$ cat src/rtl/irq_pending_collector.sv
// Interrupt pending collector: captures rising request edges into a pending
// register, presents unmasked pending bits to a downstream priority encoder,
// raises irq while armed, and enforces a holdoff window after each ack.
module irq_pending_collector #(
   parameter int unsigned HOLDOFF = 2
) (
   input  logic       clk,
   input  logic       areset_n,
   input  logic [7:0] req,
   input  logic [7:0] mask,
   input  logic       ack,
   input  logic [2:0] pos,
   input  logic       ovr_clr,
   output logic [7:0] pend,
   output logic       irq,
   output logic [7:0] overrun,
   output logic       ack_err
);

   localparam int unsigned N     = 8;
   localparam int unsigned CNT_W = 4;

   // First counter value on entering HOLD; unused when HOLDOFF is zero
   localparam logic [CNT_W-1:0] HOLD_INIT =
      (HOLDOFF == 0) ? '0 : CNT_W'(HOLDOFF - 1);

   typedef enum logic [1:0] {
      IDLE  = 2'd0,
      ARMED = 2'd1,
      HOLD  = 2'd2
   } state_t;

   state_t           state;
   logic [CNT_W-1:0] cnt;
   logic [N-1:0]     req_q;
   logic [N-1:0]     p_q;

   logic [N-1:0]     req_edge;
   logic [N-1:0]     clr;
   logic [N-1:0]     ovr_set;
   logic [N-1:0]     p_next;
   logic [N-1:0]     ovr_next;
   logic             accept;
   logic             pos_hit;

   // Masked view of the pending set for the downstream encoder
   assign pend = p_q & ~mask;

   // Edge detect, ack clear, and overrun detection for the next cycle
   always_comb begin
      req_edge = req & ~req_q;
      accept   = (state == ARMED) && ack;
      pos_hit  = pend[pos];
      clr      = '0;
      if (accept && pos_hit) begin
         clr = N'(1) << pos;
      end
      // A new edge on a bit being cleared re-sets it and is not an overrun
      p_next   = (p_q & ~clr) | req_edge;
      ovr_set  = req_edge & p_q & ~clr;
      ovr_next = (ovr_clr ? '0 : overrun) | ovr_set;
   end

   // Request history, pending set and sticky overrun flags
   always_ff @(posedge clk or negedge areset_n) begin
      if (!areset_n) begin
         req_q   <= '0;
         p_q     <= '0;
         overrun <= '0;
      end else begin
         req_q   <= req;
         p_q     <= p_next;
         overrun <= ovr_next;
      end
   end

   // Arm/holdoff sequencer with registered irq and ack_err
   always_ff @(posedge clk or negedge areset_n) begin
      if (!areset_n) begin
         state   <= IDLE;
         cnt     <= '0;
         irq     <= 1'b0;
         ack_err <= 1'b0;
      end else begin
         ack_err <= 1'b0;
         case (state)
            IDLE: begin
               if (pend != '0) begin
                  state <= ARMED;
                  irq   <= 1'b1;
               end
            end
            ARMED: begin
               if (ack) begin
                  ack_err <= !pos_hit;
                  irq     <= 1'b0;
                  if (HOLDOFF == 0) begin
                     state <= IDLE;
                  end else begin
                     state <= HOLD;
                     cnt   <= HOLD_INIT;
                  end
               end else if (pend == '0) begin
                  state <= IDLE;
                  irq   <= 1'b0;
               end
            end
            HOLD: begin
               if (cnt == '0) begin
                  state <= IDLE;
               end else begin
                  cnt <= cnt - CNT_W'(1);
               end
            end
            default: begin
               state <= IDLE;
               irq   <= 1'b0;
            end
         endcase
      end
   end

endmodule

$ cat config.mk
export PLATFORM = sky130hd
export DESIGN_NAME = irq_pending_collector
export DESIGN_NICKNAME = d
export VERILOG_FILES = /design/src/rtl/irq_pending_collector.sv
export SDC_FILE = /design/constraint.sdc
export NUM_CORES = 1
export LEC_CHECK = 0
export CORE_MARGIN = 1
export CORE_UTILIZATION = 29
export DETAILED_ROUTE_END_ITERATION = 7
export PLACE_DENSITY = 0.57
export SYNTH_ARGS = -nofsm -noshare
export SYNTH_HDL_FRONTEND = slang
export SYNTH_SLANG_ARGS = --single-unit
$ cat constraint.sdc
create_clock -name clk -period 1.35 [get_ports clk]
set_input_delay 0.3375 -clock clk [delete_from_list [all_inputs] [get_ports clk]]
set_output_delay 0.3375 -clock clk [all_outputs]
set_load 0.02 [all_outputs]
==> results.md <==
- Sequential-to-total area share from yosys stat: just under 60%
- Post-synth EDFFs: 0
- Synth area leader: dfrtp_1
- Final period util: 110%
- Global Route met1 Usage: about 18%
- Logic gate share of total power: around 38%
- Die Y: just over 70 um
- Worst VDD drop: about 630 uV
- Max Root-Sink Buffers: 2
- Setup TNS: -233 ps
- GR Layer Usage met2: 25.4%
- Reg clk slew, reported paths: approximately 60 ps
- Hold Path Origin: mask[5]
- DRC errors left: 2
- Initial Utilization: roughly 31%
- Psw: ~0.95 mW
- # diodes: 0
- Vias in the first global route: between 1,000 and 1,500
- First-pass GRT wire length: roughly 5600 um
- Post-Place Cell Area: between 1500 and 2000 um^2
- Initial antenna violation count: 0
- WL per Instance: roughly 14 um
- Crit path arrival time: between 1500 and 2000 ps
- GPL Wtd Cong: ~0.71
- Layout cell share with drive strength beyond 1: around 40%
- Most frequent cells after synthesis: dfrtp_1 (32), nand2b_1 (13), inv_1 (11), nand2_1 (11), o22ai_1 (10)
- Distinct cells, synth: 27
- I/O Buffers: 40
- Internal power: 2.13 mW
- Initial DRC count: 60
- Die area: ~5000 um^2
- Post-layout nets: ~220
- Startpoint types: flip-flop
- Worst reg2reg path endpoint: irq$_DFFE_PN0P_
- GR Util met3: 4.62%
- Area Overhead vs Synth: 71.7%
- RSZ-0062 raised after global routing: true
- Critical path fanouts, max: 2
- Hold path cells: 3
- Pre-antenna DRT Iters: 6
- R2R cell count: 4
- CTS tree: done
- Post-DP HPWL: approximately 2400 um
- Clock latency on the worst-skew pair: 270 ps
- Syn Std Cell Area: roughly 1400 um^2
- Count leader, synth: dfrtp_1
- WP data required: 1510 ps
- R2R setup slack: -130 ps
- Syn nets: approximately 140
- Total leakage power: roughly 1.1 nW
- Overall power: 3.08 mW
- Fin. Hold Viols: 0
- Antenna Violating Nets Remaining: 0
- Hold WC Path Type: in2reg
- Total wire length: roughly 3300 um
- Fin Clk Skew: about 3.9 ps
- Grt total ovfl: 0
- Critical path class: reg2reg
- Max_slew headroom: approximately three quarters
- Dpl ws: -597 ps
- Flop pwr share: between 30% and 40%
- Syn Area/Cell: 11.6 um^2
- Synth Instances: 117
- Final non-filler cell area: around 2300 um^2
- Failing checks: design-rule violations, negative setup slack
- Pwr Density: about 1300 nW/um^2
- Clock share of power: a little under a quarter
- Max-cap viol count: 0
- Slew Viols, Final: 0
- Max Freq: just under 700 MHz
- Core footprint: 4440 um^2
- Synth top area share: 58.9%
- Run status: complete, but fails checks
- Crit. End Element: flip-flop
- Total GRT Usage: around 15%
- TritonCTS buffer count: 5
- Number of core rows: 24
- DIE WIDTH: roughly 70 um
- Tmin final: approximately 1500 ps
- Sw Ratio: 30.9%
- Hold endpoint: p_q[5]$_DFF_PN0_
- GRT Max-Usage Layer: met2
- H-tree Lvls: 2
- Top-Level Pins: 41
- Hold WS: approximately 400 ps
- Via density: between 4 and 5
- Post-synthesis sequential element count: 32
- Clk sinks: 32
- Synth warn: 0
- Asr flop ratio synth: 100%
- Setup-failing EPs final: 7
- Predominant post-synthesis flop cell: dfrtp_1
- R2r startpoint: p_q[3]$_DFF_PN0_
- Top cells by area, synth: dfrtp_1 (59%), nand2b_1 (6.0%), o22ai_1 (4.6%), o31ai_1 (3.9%), mux4_2 (3.3%)
- Via Count: around 1,200
- Pin count of the biggest net entering global routing: 33
- Worst slew pin tran: ~350 ps
- Fin worst setup slack: -129 ps
- Root buf cell: clkbuf_8
-- metrics by stage --
step / util [%] / instances
3_5_place_dp: 44.7 / 222
2_1_floorplan: - / 117
3_3_place_gp: 44.7 / 222
5_1_grt: 52.5 / 244
4_1_cts: 49.2 / 236
6_report: 52.5 / 244
-- power groups by stage --
stage / Sequential (mW) / Clock (mW) / Combinational (mW)
floorplan: 1.26 / 0 / 0.394
global placement: 1.19 / 0 / 0.858
detailed placement: 1.20 / 0 / 0.888
CTS: 1.19 / 0.754 / 0.989
global route: 1.20 / 0.807 / 1.26
finish: 1.19 / 0.727 / 1.17
-- cell families (layout without fill, tap and decap cells) --
group           count (synthesis)  in the layout  synth area share, %
buf+inv                        12             87                 3.31
flops                          32             32                 58.9
fa+ha+maj                       1              1                0.920
simple gates                   44             44                 18.7
compound gates                 24             24                 13.6
xor+xnor                        2              2                 1.29
mux                             2              2                 3.31
-- routing by layer --
layer	part of all wire, %	up-vias
met4	0.78	0
met2	50	24
met1	45	590
li1	-	555
met5	0	-
met3	4.2	4
-- cell usage in the layout (no fill, tap or decap), types with 4 or more instances in the layout --
cell / instances
buf_4: 24
buf_6: 10
clkbuf_8: 6
clkdlybuf4s50_1: 11
dfrtp_1: 32
dlygate4sd2_1: 17
inv_1: 9
nand2_1: 10
nand2b_1: 12
nor2b_4: 7
o22ai_1: 8
o31ai_2: 4
-- sequential cells by signal (all words and copies together) (netlist names) --
name     count
p_q          8
ack_err      1
req_q        8
irq          1
cnt          4
overrun      8
state        2
-- how the worst max path moves through the flow --
stage	startpoint	end	cells past startpoint
2_1_floorplan	p_q[2]$_DFF_PN0_	irq$_DFFE_PN0P_	4
6_report	p_q[3]$_DFF_PN0_	irq$_DFFE_PN0P_	4
3_5_place_dp	mask[5]	pend[5]	3
3_3_place_gp	mask[7]	pend[7]	3
4_1_cts	p_q[2]$_DFF_PN0_	irq$_DFFE_PN0P_	4
5_1_grt	p_q[3]$_DFF_PN0_	irq$_DFFE_PN0P_	4
-- critical path: stages, from the launching register on --
cell and delay, ps:
dfrtp_1 380, nor2b_4 140, or4_4 580, o22ai_2 190, o21ai_1 80
-- layout make-up --
cell class | count | area [um^2]
Timing Repair Buffer | 68 | 634
Clock buffer | 8 | 90.1
Multi-Input combinational cell | 73 | 703
Fill cell | 395 | 2110
Tap cell | 52 | 65.1
Inverter | 11 | 41.3
Sequential cell | 32 | 801
-- timing repair --
action                                  4_1_cts  5_1_grt
hold buffers                                  0        0
buffers inserted                              6        8
hold endpoints to repair                      0        0
endpoints found under the setup margin       39       28
pin swaps                                     9        4
resized for setup                            84       21
Power figures use the tool's default switching activity.
